File: config.mk
export PLATFORM = sky130hd
export DESIGN_NAME = multdiv_iter_param_flat
export DESIGN_NICKNAME = d
export VERILOG_FILES = /design/src/rtl/multdiv_iter_param_pkg.sv /design/src/rtl/multdiv_iter_param_if.sv /design/src/rtl/multdiv_iter_param_core.sv /design/src/rtl/multdiv_iter_param.sv /design/src/flat_wrapper.sv
export SDC_FILE = /design/constraint.sdc
export NUM_CORES = 1
export LEC_CHECK = 0
export ABC_AREA = 0
export BUFFER_PORTS_ARGS = -buffer_cell sky130_fd_sc_hd__buf_2
export CORE_MARGIN = 2
export CORE_UTILIZATION = 53
export DETAILED_ROUTE_END_ITERATION = 8
export PLACE_DENSITY = 0.83
export SYNTH_ARGS = -nofsm -noshare
export SYNTH_HDL_FRONTEND = slang
export SYNTH_SLANG_ARGS = --single-unit
File: constraint.sdc
create_clock -name clock -period 6.45 [get_ports clock]
set_input_delay 0.3225 -clock clock [delete_from_list [all_inputs] [get_ports clock]]
set_output_delay 0.3225 -clock clock [all_outputs]
set_load 0.05 [all_outputs]
File: src/rtl/multdiv_iter_param_pkg.sv
// Shared definitions for the iterative multiply/divide unit.
//   md_state_t : control FSM states (IDLE, MUL, DIV, DONE)
//   md_op_t    : operation latched at the start edge
package md_pkg;

    typedef enum logic [1:0] {
        IDLE = 2'd0,
        MUL  = 2'd1,
        DIV  = 2'd2,
        DONE = 2'd3
    } md_state_t;

    typedef enum logic {
        OP_MULT = 1'b0,
        OP_DIV  = 1'b1
    } md_op_t;

endpackage

File: src/rtl/multdiv_iter_param_if.sv
// Operand/control/result bundle of the multiply/divide unit.
//   master : drives operands, start pulses, signed mode and flush
//   slave  : returns low/high result, exception, ready pulse and running
interface multdiv_iter_param_if #(
    parameter int WIDTH = 32
);
    logic [WIDTH-1:0] data_operandA;
    logic [WIDTH-1:0] data_operandB;
    logic             ctrl_MULT;
    logic             ctrl_DIV;
    logic             ctrl_signed;
    logic             ctrl_flush;
    logic [WIDTH-1:0] data_result;
    logic [WIDTH-1:0] data_result_hi;
    logic             data_exception;
    logic             data_resultRDY;
    logic             running;

    modport master (
        output data_operandA, data_operandB, ctrl_MULT, ctrl_DIV, ctrl_signed, ctrl_flush,
        input  data_result, data_result_hi, data_exception, data_resultRDY, running
    );

    modport slave (
        input  data_operandA, data_operandB, ctrl_MULT, ctrl_DIV, ctrl_signed, ctrl_flush,
        output data_result, data_result_hi, data_exception, data_resultRDY, running
    );
endinterface

File: src/rtl/multdiv_iter_param_core.sv
// Unsigned iteration datapath: one shift-add (multiply) or one restoring
// subtract-and-shift (divide) step per enabled cycle on operand magnitudes.
//   clock, reset : clock and synchronous active-high reset
//   load_i       : load a_i into the shift register, b_i as multiplicand/divisor
//   en_i         : perform one step
//   div_i        : 1 = divide step, 0 = multiply step
//   acc_nx_o     : accumulator after this step (product high half / remainder)
//   sh_nx_o      : shift register after this step (product low half / quotient)
module md_iter_core #(
    parameter int WIDTH = 32
) (
    input  logic             clock,
    input  logic             reset,
    input  logic             load_i,
    input  logic             en_i,
    input  logic             div_i,
    input  logic [WIDTH-1:0] a_i,
    input  logic [WIDTH-1:0] b_i,
    output logic [WIDTH-1:0] acc_nx_o,
    output logic [WIDTH-1:0] sh_nx_o
);
    logic [WIDTH-1:0] acc_q, sh_q, opb_q;
    logic [WIDTH:0]   mul_sum, trial;
    logic [WIDTH-1:0] diff;
    logic             ge;

    always_comb begin
        // Multiply: add the multiplicand when the current multiplier bit is
        // set, then shift the {acc, sh} pair right; the carry moves into acc.
        mul_sum = {1'b0, acc_q} + (sh_q[0] ? {1'b0, opb_q} : '0);
        // Divide: bring the next dividend bit into the partial remainder.
        // The remainder is always below the divisor, so the difference of a
        // successful trial fits in WIDTH bits.
        trial   = {acc_q, sh_q[WIDTH-1]};
        ge      = trial >= {1'b0, opb_q};
        diff    = trial[WIDTH-1:0] - opb_q;
        if (div_i) begin
            acc_nx_o = ge ? diff : trial[WIDTH-1:0];
            sh_nx_o  = {sh_q[WIDTH-2:0], ge};
        end else begin
            acc_nx_o = mul_sum[WIDTH:1];
            sh_nx_o  = {mul_sum[0], sh_q[WIDTH-1:1]};
        end
    end

    always_ff @(posedge clock) begin
        if (reset) begin
            acc_q <= '0;
            sh_q  <= '0;
            opb_q <= '0;
        end else if (load_i) begin
            acc_q <= '0;
            sh_q  <= a_i;
            opb_q <= b_i;
        end else if (en_i) begin
            acc_q <= acc_nx_o;
            sh_q  <= sh_nx_o;
        end
    end
endmodule

File: src/rtl/multdiv_iter_param.sv
// Iterative signed/unsigned multiply/divide unit, one bit per cycle.
//   clock, reset : clock and synchronous active-high reset
//   bus (slave)  : operands, start pulses, signed mode, flush in;
//                  low result/quotient, high result/remainder, exception,
//                  one-cycle ready pulse and running (stall) out
// The FSM, iteration counter, sign handling and exception logic live here;
// the magnitude arithmetic lives in md_iter_core.
module multdiv_iter_param
    import md_pkg::*;
#(
    parameter int WIDTH = 32,
    parameter int CNT_W = $clog2(WIDTH) + 1
) (
    input logic                 clock,
    input logic                 reset,
    multdiv_iter_param_if.slave bus
);
    localparam logic [CNT_W-1:0] LAST    = CNT_W'(WIDTH - 1);
    localparam logic [WIDTH-1:0] MIN_VAL = {1'b1, {(WIDTH-1){1'b0}}};

    md_state_t          state_q, state_d;
    logic [CNT_W-1:0]   cnt_q;
    md_op_t             op_q;
    logic               sgn_q, a_neg_q, b_neg_q, b_zero_q, ovf_q;
    logic [WIDTH-1:0]   a_q;
    logic [WIDTH-1:0]   res_q, hi_q, res_d, hi_d;
    logic               exc_q, exc_d;
    logic               start, finish, busy;
    logic               a_neg_in, b_neg_in;
    logic [WIDTH-1:0]   a_mag, b_mag, acc_nx, sh_nx;
    logic [2*WIDTH-1:0] prod;

    assign busy = (state_q == MUL) || (state_q == DIV);

    always_ff @(posedge clock) begin
        if (reset) state_q <= IDLE;
        else       state_q <= state_d;
    end

    // Starts are only seen in IDLE/DONE; a flush in the same cycle squashes them.
    always_comb begin
        state_d = state_q;
        start   = 1'b0;
        finish  = 1'b0;
        case (state_q)
            IDLE, DONE: begin
                state_d = IDLE;
                if ((bus.ctrl_MULT || bus.ctrl_DIV) && !bus.ctrl_flush) begin
                    start   = 1'b1;
                    state_d = bus.ctrl_MULT ? MUL : DIV;
                end
            end
            MUL, DIV: begin
                if (bus.ctrl_flush) begin
                    state_d = IDLE;
                end else if (cnt_q == LAST) begin
                    state_d = DONE;
                    finish  = 1'b1;
                end
            end
            default: state_d = IDLE;
        endcase
    end

    // Magnitudes go to the core; MIN maps onto 2^(WIDTH-1), which is the
    // correct unsigned magnitude.
    assign a_neg_in = bus.ctrl_signed & bus.data_operandA[WIDTH-1];
    assign b_neg_in = bus.ctrl_signed & bus.data_operandB[WIDTH-1];
    assign a_mag    = a_neg_in ? -bus.data_operandA : bus.data_operandA;
    assign b_mag    = b_neg_in ? -bus.data_operandB : bus.data_operandB;

    md_iter_core #(.WIDTH(WIDTH)) u_core (
        .clock    (clock),
        .reset    (reset),
        .load_i   (start),
        .en_i     (busy && !bus.ctrl_flush),
        .div_i    (state_q == DIV),
        .a_i      (a_mag),
        .b_i      (b_mag),
        .acc_nx_o (acc_nx),
        .sh_nx_o  (sh_nx)
    );

    // Sign fix-up and exceptions, taken from the core's final step values so
    // the result is registered on the same edge that enters DONE.
    always_comb begin
        res_d = '0;
        hi_d  = '0;
        exc_d = 1'b0;
        prod  = (a_neg_q ^ b_neg_q) ? -{acc_nx, sh_nx} : {acc_nx, sh_nx};
        if (op_q == OP_MULT) begin
            res_d = prod[WIDTH-1:0];
            hi_d  = prod[2*WIDTH-1:WIDTH];
            exc_d = sgn_q ? (hi_d != {WIDTH{res_d[WIDTH-1]}}) : (hi_d != '0);
        end else if (b_zero_q) begin
            hi_d  = a_q;
            exc_d = 1'b1;
        end else if (ovf_q) begin
            res_d = MIN_VAL;
            exc_d = 1'b1;
        end else begin
            res_d = (a_neg_q ^ b_neg_q) ? -sh_nx : sh_nx;
            hi_d  = a_neg_q ? -acc_nx : acc_nx;
        end
    end

    always_ff @(posedge clock) begin
        if (reset) begin
            cnt_q    <= '0;
            op_q     <= OP_MULT;
            sgn_q    <= 1'b0;
            a_neg_q  <= 1'b0;
            b_neg_q  <= 1'b0;
            b_zero_q <= 1'b0;
            ovf_q    <= 1'b0;
            a_q      <= '0;
            res_q    <= '0;
            hi_q     <= '0;
            exc_q    <= 1'b0;
        end else if (start) begin
            cnt_q    <= '0;
            op_q     <= bus.ctrl_MULT ? OP_MULT : OP_DIV;
            sgn_q    <= bus.ctrl_signed;
            a_neg_q  <= a_neg_in;
            b_neg_q  <= b_neg_in;
            b_zero_q <= (bus.data_operandB == '0);
            ovf_q    <= bus.ctrl_signed && (bus.data_operandA == MIN_VAL) &&
                        (bus.data_operandB == '1);
            a_q      <= bus.data_operandA;
            res_q    <= '0;
            hi_q     <= '0;
            exc_q    <= 1'b0;
        end else if (busy) begin
            cnt_q <= cnt_q + CNT_W'(1);
            if (finish) begin
                res_q <= res_d;
                hi_q  <= hi_d;
                exc_q <= exc_d;
            end
        end
    end

    assign bus.data_result    = res_q;
    assign bus.data_result_hi = hi_q;
    assign bus.data_exception = exc_q;
    assign bus.data_resultRDY = (state_q == DONE);
    assign bus.running        = busy;
endmodule
File: src/flat_wrapper.sv
// flat-port wrapper written by rule: the top's interface ports become plain ports
module multdiv_iter_param_flat import md_pkg::*;
#(
    parameter int WIDTH = 32,
    parameter int CNT_W = $clog2(WIDTH) + 1
)
  (clock, reset, bus_data_operandA, bus_data_operandB, bus_ctrl_MULT, bus_ctrl_DIV, bus_ctrl_signed, bus_ctrl_flush, bus_data_result, bus_data_result_hi, bus_data_exception, bus_data_resultRDY, bus_running);
  multdiv_iter_param_if #(.WIDTH(WIDTH)) bus_i ();
  input logic clock;
  input logic reset;
  input wire logic [$bits(bus_i.data_operandA)-1:0] bus_data_operandA;
  input wire logic [$bits(bus_i.data_operandB)-1:0] bus_data_operandB;
  input wire logic [$bits(bus_i.ctrl_MULT)-1:0] bus_ctrl_MULT;
  input wire logic [$bits(bus_i.ctrl_DIV)-1:0] bus_ctrl_DIV;
  input wire logic [$bits(bus_i.ctrl_signed)-1:0] bus_ctrl_signed;
  input wire logic [$bits(bus_i.ctrl_flush)-1:0] bus_ctrl_flush;
  output wire logic [$bits(bus_i.data_result)-1:0] bus_data_result;
  output wire logic [$bits(bus_i.data_result_hi)-1:0] bus_data_result_hi;
  output wire logic [$bits(bus_i.data_exception)-1:0] bus_data_exception;
  output wire logic [$bits(bus_i.data_resultRDY)-1:0] bus_data_resultRDY;
  output wire logic [$bits(bus_i.running)-1:0] bus_running;
  assign bus_i.data_operandA = bus_data_operandA;
  assign bus_i.data_operandB = bus_data_operandB;
  assign bus_i.ctrl_MULT = bus_ctrl_MULT;
  assign bus_i.ctrl_DIV = bus_ctrl_DIV;
  assign bus_i.ctrl_signed = bus_ctrl_signed;
  assign bus_i.ctrl_flush = bus_ctrl_flush;
  assign bus_data_result = bus_i.data_result;
  assign bus_data_result_hi = bus_i.data_result_hi;
  assign bus_data_exception = bus_i.data_exception;
  assign bus_data_resultRDY = bus_i.data_resultRDY;
  assign bus_running = bus_i.running;
  multdiv_iter_param #(.WIDTH(WIDTH), .CNT_W(CNT_W)) u_core (.clock(clock), .reset(reset), .bus(bus_i));
endmodule
==> results_dict.tcl, run 1 <==
set metrics [dict create \
    ys_ff_latch 207 \
    postCtsHoldBufs 0 \
    endpoint_kind "flop" \
    grt_max_degree 98 \
    crit_required_ns 6.88 \
    routed-via-count 19200 \
    dpl_cell_area_um2 18200 \
    min_from "bus_ctrl_flush" \
    clock_skew_ns 0.0214 \
    antenna_found_initial 1 \
    grt-ovfl-total 0 \
    wirelength_um 62600 \
    finalSetupViolations 0 \
    max_slew.worst_pin.slew_ns 1.32 \
    slew_headroom_pct 12.1 \
    slowest_stage "or4_1" \
    path_class "flop to flop" \
    final_core_util_pct 60.1 \
    start_util_pct 54.1 \
    clockBufferDepth 3 \
    routed_via_density 6.73 \
    grt_pass1_vias 18000 \
    cts_tree "yes" \
    r2r_start "u_core.u_core.opb_q[28]" \
    rrSetupSlack_ns 0.39 \
    clk_pin_slew_worst_paths_ns 0.07 \
    critical_path.max_fanout 18 \
    finalHoldViolCount 0 \
    pre_cts_ws_ns 0.327 \
    drive_above_1_share_pct 12.6 \
    reg2regPathDepth 25 \
    cts_setup_buffers 0 \
    synth_edf_count 0 \
    hold_path_depth 2 \
    yosys_most_used_dff "dfxtp_1" \
    htreeDepth 1 \
    root_buffer "clkbuf_16" \
    place_congestion 1.02 \
    power.total_mw 4.36 \
    drv_cap 0 \
    synth_warnings 0 \
    power_density_nw_per_um2 229 \
    irDropWorstVdd_mv 0.222 \
    rows 65 \
    finalInstanceArea_um2 19100 \
    coreArea_um2 31700 \
    critPathArrivalTime_ns 6.49 \
    detail_route.wl_per_cell_um 21.9 \
    area_delta_synth_final_pct 11.0 \
    timing.rr.end "u_core.bus.data_exception" \
    hold_end "u_core.state_q[1]" \
    die_area_um2 33800 \
    drc_errors 0 \
    period_minus_slack_ns 6.06 \
    die_width_um 184 \
    dr.pass1.iters 6 \
    ant_nets 0 \
    fmax_mhz 165 \
    instances_no_fill 2853 \
    fin_crit_sh_pct 94.0 \
    grt_pass1_wl_um 97400 \
    synth.avg_cell_area_um2 7.25 \
    slew_violations 0 \
    syn_area_um2 17200 \
    synth_nets 2511 \
    dr.first_iter.drc_count 2452 \
    clkSinkCount 207 \
    track_usage_pct 36.0 \
    io-pin-count 137 \
    seq_area_frac_synth_pct 24.1 \
    die_h_um 184 \
    hpwl_um 46600 \
    status "completed" \
    port_buffers 136 \
    cpPeakStageDelay_ns 0.49 \
    setup_ws_ns 0.389 \
    netlist_instances 2367 \
    cp-start-kind "flop" \
    dp.cells 2806 \
    leakagePower_nw 7.30 \
    hp-class "input port to flop" \
    numCtsBuffers 25 \
    nets 2575 \
    postSynth.asyncResetShare_pct 0 \
    worstSkewPairLatency_ns 0.55 \
    synth_cell_types 99 \
]
critical path, delay by kind of cell, from the launching register on:
kind	cells	cell delay [ns]
DFF	1	0.36
buffers and inverters	2	0.13
adders and majority gates	2	0.56
and+or+nand+nor	11	2.88
AOI/OAI and AO/OA	9	1.73
xor gates and xnor gates	1	0.28
per-stage QoR:
step,setup TNS [ns],hold slack [ns]
floorplan,0,0.401
global placement,0,0.443
detailed placement,0,0.449
CTS,0,0.0484
global route,-0.00770,0.0694
finish,0,0.0571
Yosys cell counts, types with 41 or more instances:
master / instances / area [um2]
a211oi_1: 68 / 510
a21oi_1: 233 / 1170
a22oi_1: 41 / 308
and2_1: 49 / 307
clkbuf_1: 107 / 402
dfxtp_1: 207 / 4140
ha_1: 72 / 901
inv_1: 67 / 251
nand2_1: 256 / 961
nor2_1: 313 / 1170
nor3_1: 104 / 521
o21ai_0: 105 / 526
xnor2_1: 102 / 893
xor2_1: 63 / 552
power breakdown:
group / switching (mW) / internal (mW)
registers: 0.0677 / 1.34
logic: 0.934 / 0.484
clock network: 0.604 / 0.927
routing by layer:
layer,GRT usage (%),share of wire [%],up-vias
met3,6.20,11,264
met1,48.6,40,8959
met2,55.3,43,1235
met4,17.9,5.3,0
li1,-,-,8739
met5,0,0,-
area by class of cell:
cell class,count,area (um2)
Timing Repair Buffer,184,1040
Clock inverter,13,178
Fill cell,2935,12700
Sequential cell,207,4140
Antenna cell,2,5.00
Tap cell,402,503
Multi-Input combinational cell,1945,12200
Clock buffer,32,702
Inverter,68,255
worst max-delay path by stage:
stage / startpoint / to / depth (start not counted) / slack, ns
floorplan: u_core.state_q[0] / u_core.bus.data_exception / 29 / 0.59
global placement: u_core.u_core.opb_q[26] / u_core.bus.data_exception / 25 / 0.56
detailed placement: u_core.u_core.opb_q[28] / u_core.bus.data_exception / 25 / 0.33
CTS: u_core.u_core.opb_q[28] / u_core.bus.data_exception / 25 / 0.31
global route: u_core.u_core.opb_q[28] / u_core.bus.data_exception / 25 / -0.008
finish: u_core.u_core.opb_q[28] / u_core.bus.data_exception / 25 / 0.39
cells by family (layout without fill, tap and decap cells):
group	count (synthesis)	after routing	share of synthesized area [%]
AO/OA/AOI/OAI	710	710	27.8
XOR/XNOR	165	165	8.42
adder cells (fa/ha/maj)	74	74	5.48
buffers and inverters	215	297	5.09
flip-flops	207	207	24.1
multiplexers	42	42	2.51
other	0	2	0
AND/OR/NAND/NOR	954	954	26.6
what timing repair did:
| action | CTS | global route |
|---|---|---|
| setup endpoints to repair | 0 | 1 |
| endpoints found under the hold margin | 0 | 0 |
| resized for setup | 0 | 2 |
flip-flops by register name (all words and copies together), names as in the netlist, 2 cells and up:
signal                     flops
u_core.state_q                 2
u_core.bus.data_result_hi     32
u_core.a_q                    32
u_core.u_core.acc_q           32
u_core.u_core.sh_q            32
u_core.bus.data_result        32
u_core.u_core.opb_q           32
u_core.cnt_q                   6
placed cells by master, fill, tap and decap left out, drive strengths merged, types with 68 or more instances in the layout:
cell,n
xnor2,102
dfxtp,207
nor2,313
a211oi,72
inv,68
ha,72
nor3,106
nand2,257
o21ai,117
buf,184
a21oi,236
No activity file was read; power rests on OpenSTA's default activity.
==> inputs of run 2 (changes only) <==
--- a/config.mk
+++ b/config.mk
@@ -11,6 +11,7 @@
 export CORE_UTILIZATION = 53
 export DETAILED_ROUTE_END_ITERATION = 8
 export PLACE_DENSITY = 0.83
+export RECOVER_POWER = 50
 export SYNTH_ARGS = -nofsm -noshare
 export SYNTH_HDL_FRONTEND = slang
 export SYNTH_SLANG_ARGS = --single-unit
==> results_dict.tcl, run 2 (synthesis results as in run 1) <==
set metrics [dict create \
    critical_path.max_fanout 18 \
    dr.pass1.iters 6 \
    endpoint_kind "flop" \
    ctsResizeCount 0 \
    power_density_nw_per_um2 231 \
    reg2regPathDepth 25 \
    min_from "bus_ctrl_MULT" \
    place_congestion 1.02 \
    routed_via_density 6.74 \
    finalInstanceArea_um2 18900 \
    wirelength_um 62600 \
    die_width_um 184 \
    clock_skew_ns 0.0241 \
    period_minus_slack_ns 6.05 \
    detail_route.wl_per_cell_um 21.9 \
    final_cell_mix "311 x nor2_1, 255 x nand2_1, 233 x a21oi_1" \
    coreArea_um2 31700 \
    nFillCells 2976 \
    clk_pin_slew_worst_paths_ns 0.07 \
    finalSetupViolations 0 \
    r2r_start "u_core.u_core.opb_q[28]" \
    postCtsHoldBufs 0 \
    numCtsBuffers 25 \
    slowest_stage "or4_1" \
    hp-class "input port to flop" \
    grt-ovfl-total 0 \
    slew_violations 287 \
    dp.cells 2806 \
    finalHoldViolCount 0 \
    cts_tree "yes" \
    dr.first_iter.drc_count 2487 \
    ant_nets 0 \
    hold_path_depth 2 \
    critPathArrivalTime_ns 6.49 \
    io-pin-count 137 \
    clockBufferDepth 3 \
    tns_ns 0 \
    hold_end "u_core.op_q" \
    cts_setup_buffers 0 \
    instances_no_fill 2852 \
    grt_pass1_wl_um 97400 \
    path_class "flop to flop" \
    track_usage_pct 36.0 \
    irDropWorstVdd_mv 0.223 \
    final_common_cell "nor2_1" \
    rows 65 \
    grt_pass1_vias 18000 \
    die_area_um2 33800 \
    power.total_mw 4.37 \
    nets 2575 \
    clkSinkCount 207 \
    cp-start-kind "flop" \
    grt_max_degree 98 \
    worstSkewPairLatency_ns 0.55 \
    max_slew.worst_pin.slew_ns 4.26 \
    routed-via-count 19200 \
    status "finished with violations" \
    violations "max-capacitance violations, max-slew violations" \
    fmax_mhz 165 \
    hpwl_um 46600 \
    leakagePower_nw 6.99 \
    drive_above_1_share_pct 9.64 \
    area_delta_synth_final_pct 10.3 \
    slew_headroom_pct -184 \
    drv_cap 4 \
    rrSetupSlack_ns 0.40 \
    antenna_found_initial 1 \
    start_util_pct 54.1 \
    die_h_um 184 \
    drc_errors 0 \
    cpPeakStageDelay_ns 0.49 \
    timing.rr.end "u_core.bus.data_exception" \
    root_buffer "clkbuf_16" \
    crit_required_ns 6.89 \
    dpl_cell_area_um2 18200 \
    fin_crit_sh_pct 93.9 \
    port_buffers 136 \
    holdWs_ns 0.0379 \
    htreeDepth 1 \
]
[run 2: worst max-delay path by stage]
stage	cells after the start	slack, ns	end	from
global route	25	-0.008	u_core.bus.data_exception	u_core.u_core.opb_q[28]
floorplan	29	0.59	u_core.bus.data_exception	u_core.state_q[0]
CTS	25	0.31	u_core.bus.data_exception	u_core.u_core.opb_q[28]
finish	25	0.40	u_core.bus.data_exception	u_core.u_core.opb_q[28]
detailed placement	25	0.33	u_core.bus.data_exception	u_core.u_core.opb_q[28]
global placement	25	0.56	u_core.bus.data_exception	u_core.u_core.opb_q[26]
[run 2: final cells by class]
type	count	area (um2)	area share (%)
antenna	1	2.50	0.0132
clock buffer	32	702	3.71
clock inverter	13	178	0.938
inverter	68	255	1.35
multi-input combinational	1945	12200	64.4
sequential	207	4140	21.9
tap	402	503	2.66
timing repair buffer	184	948	5.01
[run 2: worst max-delay path: cells and delay by family, from the launching register on]
family / cells / cell delay [ns]
buf+inv: 2 / 0.12
flops: 1 / 0.36
fa+ha+maj: 2 / 0.57
compound gates: 9 / 1.73
simple gates: 11 / 2.88
xor+xnor: 1 / 0.27
[run 2: stage by stage]
stage | worst slack (ns) | utilization [%]
after floorplan | 0.593 | -
after global placement | 0.555 | 57.3
after detailed placement | 0.327 | 57.3
after CTS | 0.310 | 60.0
after global routing | -0.00770 | 59.7
final | 0.396 | 59.7
[run 2: power by group]
| part | internal [mW] | switching, mW |
|---|---|---|
| sequential | 1.34 | 0.0677 |
| combinational | 0.487 | 0.933 |
| clock | 0.927 | 0.608 |
[run 2: routing by layer]
layer	share of wire, %	up-vias	GRT usage [%]	routed length [um]
met1	40	8965	48.6	25000
met4	5.5	0	17.9	3430
met3	12	290	6.20	7210
met5	0	-	0	0
li1	-	8736	-	-
met2	43	1219	55.3	26900
